File: src/rtl/sdram_read_responder_if.sv
// Row-fetch read handshake between the LED row fetcher (master) and the SDRAM read responder (slave).
// The fetcher drives readReq/address; the responder acks each address and returns words in order.
interface sdram_read_responder_if #(
    parameter int ADDR_W = 24,
    parameter int DATA_W = 16
);
    logic              readReq;
    logic [ADDR_W-1:0] address;
    logic              addressAck;
    logic              readDataValid;
    logic [DATA_W-1:0] readData;

    modport master (
        output readReq,
        output address,
        input  addressAck,
        input  readDataValid,
        input  readData
    );

    modport slave (
        input  readReq,
        input  address,
        output addressAck,
        output readDataValid,
        output readData
    );
endinterface

File: src/rtl/sdram_read_responder.sv
// Responder for the LED row-fetch read handshake: forwards credited addresses to the SDRAM controller and returns data in order.
// Optional macro LED_RD_FLUSH_EN: responses arriving while draining are consumed but not forwarded.
module sdram_read_responder #(
    parameter int ADDR_W          = 24,
    parameter int DATA_W          = 16,
    parameter int MAX_OUTSTANDING = 8
) (
    input  logic                  SDRAM_CLK,
    input  logic                  nReset,
    sdram_read_responder_if.slave rdBus,
    output logic                  mem_cmd_valid,
    input  logic                  mem_cmd_ready,
    output logic [ADDR_W-1:0]     mem_cmd_addr,
    input  logic                  mem_rsp_valid,
    input  logic [DATA_W-1:0]     mem_rsp_data,
    output logic                  busy,
    output logic                  protoErr
);
    localparam int               CNT_W   = $clog2(MAX_OUTSTANDING) + 1;
    localparam logic [CNT_W-1:0] MAX_CNT = CNT_W'(MAX_OUTSTANDING);

    typedef enum logic [1:0] {
        IDLE,
        ISSUE,
        DRAIN
    } state_t;

    state_t            state;
    logic [CNT_W-1:0]  outstanding;
    logic [CNT_W-1:0]  outstandingNext;
    logic              creditOk;
    logic              cmdAccept;
    logic              rspAccepted;
    logic              readDataValidReg;
    logic [DATA_W-1:0] readDataReg;

    // A full window still issues when a response frees a slot in the same cycle,
    // so sustained throughput is not lost at the credit limit.
    always_comb begin
        creditOk      = (outstanding < MAX_CNT) || ((outstanding == MAX_CNT) && mem_rsp_valid);
        mem_cmd_valid = (state == ISSUE) && rdBus.readReq && creditOk;
        cmdAccept     = mem_cmd_valid && mem_cmd_ready;
        rspAccepted   = mem_rsp_valid && ((outstanding != '0) || cmdAccept);

        outstandingNext = outstanding;
        if (cmdAccept && !rspAccepted) begin
            outstandingNext = outstanding + 1'b1;
        end else if (!cmdAccept && rspAccepted) begin
            outstandingNext = outstanding - 1'b1;
        end
    end

    assign mem_cmd_addr        = rdBus.address;
    assign rdBus.addressAck    = cmdAccept;
    assign rdBus.readDataValid = readDataValidReg;
    assign rdBus.readData      = readDataReg;

    always_ff @(posedge SDRAM_CLK or negedge nReset) begin
        if (!nReset) begin
            state            <= IDLE;
            busy             <= 1'b0;
            outstanding      <= '0;
            readDataValidReg <= 1'b0;
            readDataReg      <= '0;
            protoErr         <= 1'b0;
        end else begin
            outstanding <= outstandingNext;
            readDataReg <= mem_rsp_data;
`ifdef LED_RD_FLUSH_EN
            readDataValidReg <= rspAccepted && (state != DRAIN);
`else
            readDataValidReg <= rspAccepted;
`endif
            if (mem_rsp_valid && !rspAccepted) begin
                protoErr <= 1'b1;
            end

            // DRAIN ignores readReq until fully empty so bursts never interleave.
            case (state)
                IDLE: begin
                    if (rdBus.readReq) begin
                        state <= ISSUE;
                        busy  <= 1'b1;
                    end
                end
                ISSUE: begin
                    if (!rdBus.readReq) begin
                        if (outstandingNext != '0) begin
                            state <= DRAIN;
                        end else begin
                            state <= IDLE;
                            busy  <= 1'b0;
                        end
                    end
                end
                DRAIN: begin
                    if (outstandingNext == '0) begin
                        if (rdBus.readReq) begin
                            state <= ISSUE;
                        end else begin
                            state <= IDLE;
                            busy  <= 1'b0;
                        end
                    end
                end
                default: begin
                    state <= IDLE;
                    busy  <= 1'b0;
                end
            endcase
        end
    end
endmodule

File: src/flat_wrapper.sv
// flat-port wrapper written by rule: the top's interface ports become plain ports
module sdram_read_responder_flat 
#(
    parameter int ADDR_W          = 24,
    parameter int DATA_W          = 16,
    parameter int MAX_OUTSTANDING = 8
)
  (SDRAM_CLK, nReset, mem_cmd_valid, mem_cmd_ready, mem_cmd_addr, mem_rsp_valid, mem_rsp_data, busy, protoErr, rdBus_readReq, rdBus_address, rdBus_addressAck, rdBus_readDataValid, rdBus_readData);
  sdram_read_responder_if #(.ADDR_W(ADDR_W), .DATA_W(DATA_W)) rdBus_i ();
  input  logic SDRAM_CLK;
  input  logic nReset;
  output logic mem_cmd_valid;
  input  logic mem_cmd_ready;
  output logic [ADDR_W-1:0] mem_cmd_addr;
  input  logic mem_rsp_valid;
  input  logic [DATA_W-1:0] mem_rsp_data;
  output logic busy;
  output logic protoErr;
  input wire logic [$bits(rdBus_i.readReq)-1:0] rdBus_readReq;
  input wire logic [$bits(rdBus_i.address)-1:0] rdBus_address;
  output wire logic [$bits(rdBus_i.addressAck)-1:0] rdBus_addressAck;
  output wire logic [$bits(rdBus_i.readDataValid)-1:0] rdBus_readDataValid;
  output wire logic [$bits(rdBus_i.readData)-1:0] rdBus_readData;
  assign rdBus_i.readReq = rdBus_readReq;
  assign rdBus_i.address = rdBus_address;
  assign rdBus_addressAck = rdBus_i.addressAck;
  assign rdBus_readDataValid = rdBus_i.readDataValid;
  assign rdBus_readData = rdBus_i.readData;
  sdram_read_responder #(.ADDR_W(ADDR_W), .DATA_W(DATA_W), .MAX_OUTSTANDING(MAX_OUTSTANDING)) u_core (.SDRAM_CLK(SDRAM_CLK), .nReset(nReset), .rdBus(rdBus_i), .mem_cmd_valid(mem_cmd_valid), .mem_cmd_ready(mem_cmd_ready), .mem_cmd_addr(mem_cmd_addr), .mem_rsp_valid(mem_rsp_valid), .mem_rsp_data(mem_rsp_data), .busy(busy), .protoErr(protoErr));
endmodule
File: config.mk
export PLATFORM = sky130hd
export DESIGN_NAME = sdram_read_responder_flat
export DESIGN_NICKNAME = d
export VERILOG_FILES = /design/src/rtl/sdram_read_responder_if.sv /design/src/rtl/sdram_read_responder.sv /design/src/flat_wrapper.sv
export SDC_FILE = /design/constraint.sdc
export NUM_CORES = 1
export LEC_CHECK = 0
export ABC_AREA = 1
export ABC_CLOCK_PERIOD_IN_PS = 2500
export BUFFER_PORTS_ARGS = -buffer_cell sky130_fd_sc_hd__buf_2
export CAP_MARGIN = 5
export CORE_ASPECT_RATIO = 2
export CORE_UTILIZATION = 39
export DETAILED_ROUTE_END_ITERATION = 7
export PLACE_DENSITY_LB_ADDON = 0.08
export SKIP_CTS_REPAIR_TIMING = 1
export SYNTH_ARGS = -nofsm -noshare
export SYNTH_HDL_FRONTEND = slang
export SYNTH_SLANG_ARGS = --single-unit
export TNS_END_PERCENT = 100
File: constraint.sdc
create_clock -name SDRAM_CLK -period 2.5 [get_ports SDRAM_CLK]
set_clock_uncertainty 0.1 [all_clocks]
set_input_delay 0.25 -clock SDRAM_CLK [delete_from_list [all_inputs] [get_ports SDRAM_CLK]]
set_output_delay 0.25 -clock SDRAM_CLK [all_outputs]
set_load 0.005 [all_outputs]
Word-level counts from Yosys, hierarchy flattened --
Cells that the tools add are included.
Storage, ports and cells: register bits 25, output and inout port bits 45, logic and storage cells 49
Cells by class: $add $sub $neg 2, $lt $le $gt $ge 1, eq/ne operators 8, multiplexer cells 14, reductions and logical operators 18
Operators by type and width (count):
- $logic_and 1x1->1 | 8
- $mux 2 | 4
- $mux 4 | 2
- $ne 2x2->1 const B | 4
- $reduce_bool 4->1 | 2
- $mux 1 | 6
- $pmux 2 s3 | 1
- $reduce_and 5->1 | 1
- $add 4x1->4 const B | 1
- $eq 4x4->1 const B | 1
- $logic_not 4->1 | 1
- $lt 4x4->1 const B | 1
- $sub 4x1->4 const B | 1
- $pmux 1 s3 | 1
- $reduce_and 3->1 | 1
- $eq 2x1->1 const B | 1
- $eq 2x2->1 const B | 1
- $logic_not 1->1 | 2
- $logic_not 2->1 | 1
- $logic_or 1x1->1 | 2
- $ne 2x1->1 const B | 1

Depth between registers and ports, before layout --
depth in word-level cells 14, gate-level depth with buffers 14, mapped depth without buffers 14

Worst setup path before layout --
OpenSTA, ideal clock, no wires.
kind register -> register, start point reg u_core.outstanding[0], end point reg u_core.busy, library setup time 117 ps, data arrival time 1572 ps, required time 2283 ps, path slack 711 ps, stages on the path, launching flop included 14, buffers on the path 0, clock period less this slack 1789 ps, cell sequence dfrtp_1 -> inv_1 -> ha_1 -> nand3_1 -> nand2_2 -> nand3_4 -> nor2_4 -> inv_2 -> nand3_1 -> nand2_2 -> nor2_4 -> nand3_1 -> nand2_1 -> a21oi_2
Between the ends: longest elaborated chain between the ends 13, elaborated cells on any way between the ends 22, those cells by class add/sub: 2; order compare: 1; eq/ne: 3; mux: 2; reduce/logical: 14
RTL lines:
- start: declaration | RTL line sdram_read_responder.sv:29 | logic [CNT_W-1:0] outstanding;
- start signal: assignment | RTL line sdram_read_responder.sv:67 | outstanding <= outstandingNext;
- branches (longest 9 deep; another with $lt 4x4->1)
- $mux 4 * | RTL line sdram_read_responder.sv:46 | if (cmdAccept && !rspAccepted) begin
- via u_core.outstandingNext[1] | RTL line sdram_read_responder.sv:30 | logic [CNT_W-1:0] outstandingNext;
- $reduce_bool 4->1 or $logic_not 4->1 (tied branches) | RTL line sdram_read_responder.sv:88, sdram_read_responder.sv:97
- $ne 2x2->1 (no line) or $ne 2x1->1 (tied branches)
- $reduce_and 5->1 (no line) *
- end signal: assignment | RTL line sdram_read_responder.sv:61 | busy <= 1'b0;
- end signal: assignment | RTL line sdram_read_responder.sv:92 | busy <= 1'b0;
- end signal: assignment | RTL line sdram_read_responder.sv:102 | busy <= 1'b0;
- end: declaration | RTL line sdram_read_responder.sv:16 | output logic busy,
Mark *: on every way through the listed nets, which the timed path passes. A chain may end at the register's enable or synchronous reset.

Worst setup path after layout --
Ends and elaborated chain as after synthesis.

==> results.md <==
- Fraction of layout cells with a size suffix above 1: around two fifths
- Placer Congestion: between 0.7 and 0.8
- DRT Pass-1 Iters: 6
- Critical path arrival: about 2.1 ns
- Sequential power share: a little over two fifths
- Worst EP required: 2.56 ns
- Clock insertion delay at the later pin of the skew report: roughly 0.26 ns
- Syn Inst Count: ~110
- Grt total ovfl: 0
- Clock Sinks: 25
- Synth cell types: 20
- Status: complete, no violations
- RSZ-0062 raised after global routing: false
- Final setup vio count: 0
- FILL cells: 257
- Reg2reg end: u_core.busy$_DFFE_PN0P_
- Root buf cell: clkbuf_8
- CTS max path bufs: 2
- Fmax: roughly 0.5 GHz
- Number of levels in the clock H-tree: 1
- Count of input and output buffers: 41
- Critical path capture point type: flip-flop
- Post-synthesis net count: between 150 and 200
- Hold Vio Cnt, Final: 0
- Finished Cell Area: about 1500 um2
- Io pins: 90
- Pre-CTS setup slack: about 0.47 ns
- WP buf/inv: 2
- Row count: 27
- N_diodes: 0
- Reg clk slew, reported paths: 0.08 ns
- Post-DR vias/cell: 4.83
- First DRT Iteration DRCs: 13
- Instance count on the critical path: 13
- GR Util All Layers: approximately 14%
- Area Growth Syn to Fin: 23.6%
- R2R Setup Slk: approximately 0.47 ns
- Max_slew headroom: approximately 65%
- CP most frequent cell: nand3_1
- #FFs+latches synth: 25
- Post-synthesis cell area: about 1200 um2
- Sw Ratio: between 30 and 40%
- Kind of critical path: flip-flop to flip-flop
- R2r startpoint: u_core.outstanding[0]$_DFF_PN0_
- Overall power: 0.00124 W
- Crit path max-delay family: simple AND/OR/NAND/NOR gates
- Max-slew violation count: 0
- Vias in the first global route: about 760
- Most used routing layer: met2
- Peak VDD IR: approximately 500 uV
- Final nets: approximately 200
- Category of the worst setup path launch point: flip-flop
- Minimum clock period: around 2.0 ns
- CP max stage delay: ~0.42 ns
- Register-to-Register Path Depth: 13
- Die Wd: around 41 um
- CP Cell Sequence: inv_1 -> ha_1 -> nand3_1 -> nand2_2 -> nand3_4 -> nor2_4 -> inv_2 -> nand3_1 -> nand2_2 -> nor2_4 -> nand3_1 -> nand2_1 -> a21oi_2
- Yosys Warn Count: 0
- Sequential fraction of the synthesis area: between 50% and 60%
- Crit path capture: u_core.busy$_DFFE_PN0P_
- Initial antenna violation count: 0
- First-pass GRT wire length: ~3.1 mm
- Period utilization: roughly four fifths
- WL final: ~2.2 mm
- Area after DPL: roughly 1200 um2
- Comb power frac: 39.1%
- Power Internal: about 0.00079 W
- Drc violations: 0
- Vias post-DR: around 870
- Initial cell density of the core: between 40% and 50%
- Critical path origin: u_core.outstanding[0]$_DFF_PN0_
- Std-Cell Core Area: between 2000 and 3000 um2
- CTS tree: built
- Met2 Usage GRT: a little under a quarter
- Setup TNS: 0 ns
- Die H: roughly 80 um
- CP max-delay cell: dfrtp_1
- Slew @ Worst Pin: 0.529 ns
- Met1 usage: 13.8%
- Die area: ~3300 um2
- P_sw: around 0.00045 W
- Placed wire-length estimate: between 1.5 and 2 mm
- Pin count of the biggest net entering global routing: 26
- Final WS setup: roughly 0.47 ns
- Leak: about 0.75 nW
- Worst hold path type: input port to flip-flop
- Drt wl/cell: roughly 12 um
- Inserted Clock Buffers: 3
- Clock share of power: between 10% and 20%
- Largest fanout on the critical path: 7
- Number of max-cap violations: 0
- Mapped Avg Cell Area: about 11 um2
- Post-route antenna net violation count: 0
- Cell Pwr Density: 851 nW/um2
- M3 GR Usage: 4.74%
[flip-flops by register name, summed over array words and instances, names as in the netlist]
name,count
u_core.rdBus.readDataValid,1
u_core.protoErr,1
u_core.rdBus.readData,16
u_core.state,2
u_core.outstanding,4
u_core.busy,1
[Yosys cell counts]
cell / instances / area (um2)
ha_1: 3 / 37.5
inv_2: 1 / 3.75
and2_2: 1 / 7.51
a21oi_2: 2 / 17.5
nor2_4: 2 / 22.5
nor2_1: 2 / 7.51
nand2_1: 13 / 48.8
a21boi_0: 1 / 7.51
buf_4: 24 / 180
nand3_1: 10 / 50.1
nand3_2: 1 / 10.0
nor2_2: 1 / 6.26
nand2_2: 5 / 31.3
inv_1: 11 / 41.3
xor2_1: 2 / 17.5
o21ai_0: 1 / 5.00
nand3_4: 1 / 17.5
o21bai_1: 2 / 15.0
dfrtp_1: 25 / 626
nand4_1: 4 / 25.0
[per-stage QoR]
step | cells | hold slack [ns] | utilization, %
CTS | 162 | -0.132 | 45.8
finish | 179 | 0.177 | 51.9
floorplan | 112 | -0.146 | -
global placement | 158 | 0.155 | 44.2
global route | 179 | 0.200 | 51.9
detailed placement | 158 | 0.161 | 44.2
[worst min path at each step]
stage / startpoint / endpoint / slack, ns / cells past startpoint
2_1_floorplan: nReset / u_core.busy$_DFFE_PN0P_ / -0.15 / 0
3_3_place_gp: nReset / u_core.rdBus.readData[8]$_DFF_PN0_ / 0.16 / 1
3_5_place_dp: nReset / u_core.rdBus.readData[10]$_DFF_PN0_ / 0.16 / 1
4_1_cts: nReset / u_core.rdBus.readData[10]$_DFF_PN0_ / -0.13 / 1
5_1_grt: mem_rsp_valid / u_core.rdBus.readDataValid$_DFF_PN0_ / 0.20 / 3
6_report: rdBus_readReq / u_core.state[0]$_DFFE_PN0P_ / 0.18 / 3
[power by group through the flow]
stage / combinational [W] / clock, W / sequential [W]
2_1_floorplan: 0.000361 / 0 / 0.000531
3_3_place_gp: 0.000458 / 0 / 0.000534
3_5_place_dp: 0.000470 / 0 / 0.000534
4_1_cts: 0.000471 / 0.000241 / 0.000526
5_1_grt: 0.000548 / 0.000248 / 0.000539
6_report: 0.000485 / 0.000229 / 0.000525
[metal layers]
layer / vias to the layer above / part of all wire [%]
met2: 43 / 55
met3: 10 / 8.0
met4: 0 / 2.5
li1: 407 / -
met5: - / 0
met1: 405 / 35
[worst register-to-register path, stage by stage (launching register included)]
cell and delay [ns]:
dfrtp_1 0.42, inv_1 0.14, ha_1 0.20, nand3_1 0.11, nand2_2 0.10, nand3_4 0.11
nor2_4 0.16, inv_2 0.06, nand3_1 0.10, nand2_2 0.08, nor2_4 0.14, nand3_1 0.08
nand2_1 0.08, a21oi_2 0.05
[layout by cell type (no fill, tap or decap), drive strengths merged]
| cell type | instances |
|---|---|
| dlygate4sd3 | 17 |
| nand2 | 18 |
| nor2 | 5 |
| a21oi | 2 |
| o21bai | 2 |
| buf | 41 |
| nand4 | 4 |
| inv | 12 |
| o21ai | 1 |
| clkinv | 1 |
| nand3 | 12 |
| xor2 | 2 |
| a21boi | 1 |
| and2 | 1 |
| ha | 3 |
| clkbuf | 3 |
| dfrtp | 25 |
[layout make-up]
type / instances / area, um2 / share of cell area [%]
well taps: 29 / 36.3 / 2.49
clock buffers: 3 / 41.3 / 2.84
inverters: 12 / 45.0 / 3.10
repair buffers: 58 / 375 / 25.8
multi-input cells: 51 / 327 / 22.4
flip-flops and latches: 25 / 626 / 43.0
clock inverters: 1 / 5.00 / 0.344
[kinds of logic after synthesis]
logic type	Yosys count	synth area share, %
adders and majority gates	3	3.19
xor gates and xnor gates	2	1.49
buffers and inverters	36	19.1
AOI/OAI and AO/OA	6	3.83
DFF	25	53.1
and+or+nand+nor	40	19.2
(Power assumes the default switching activity.)
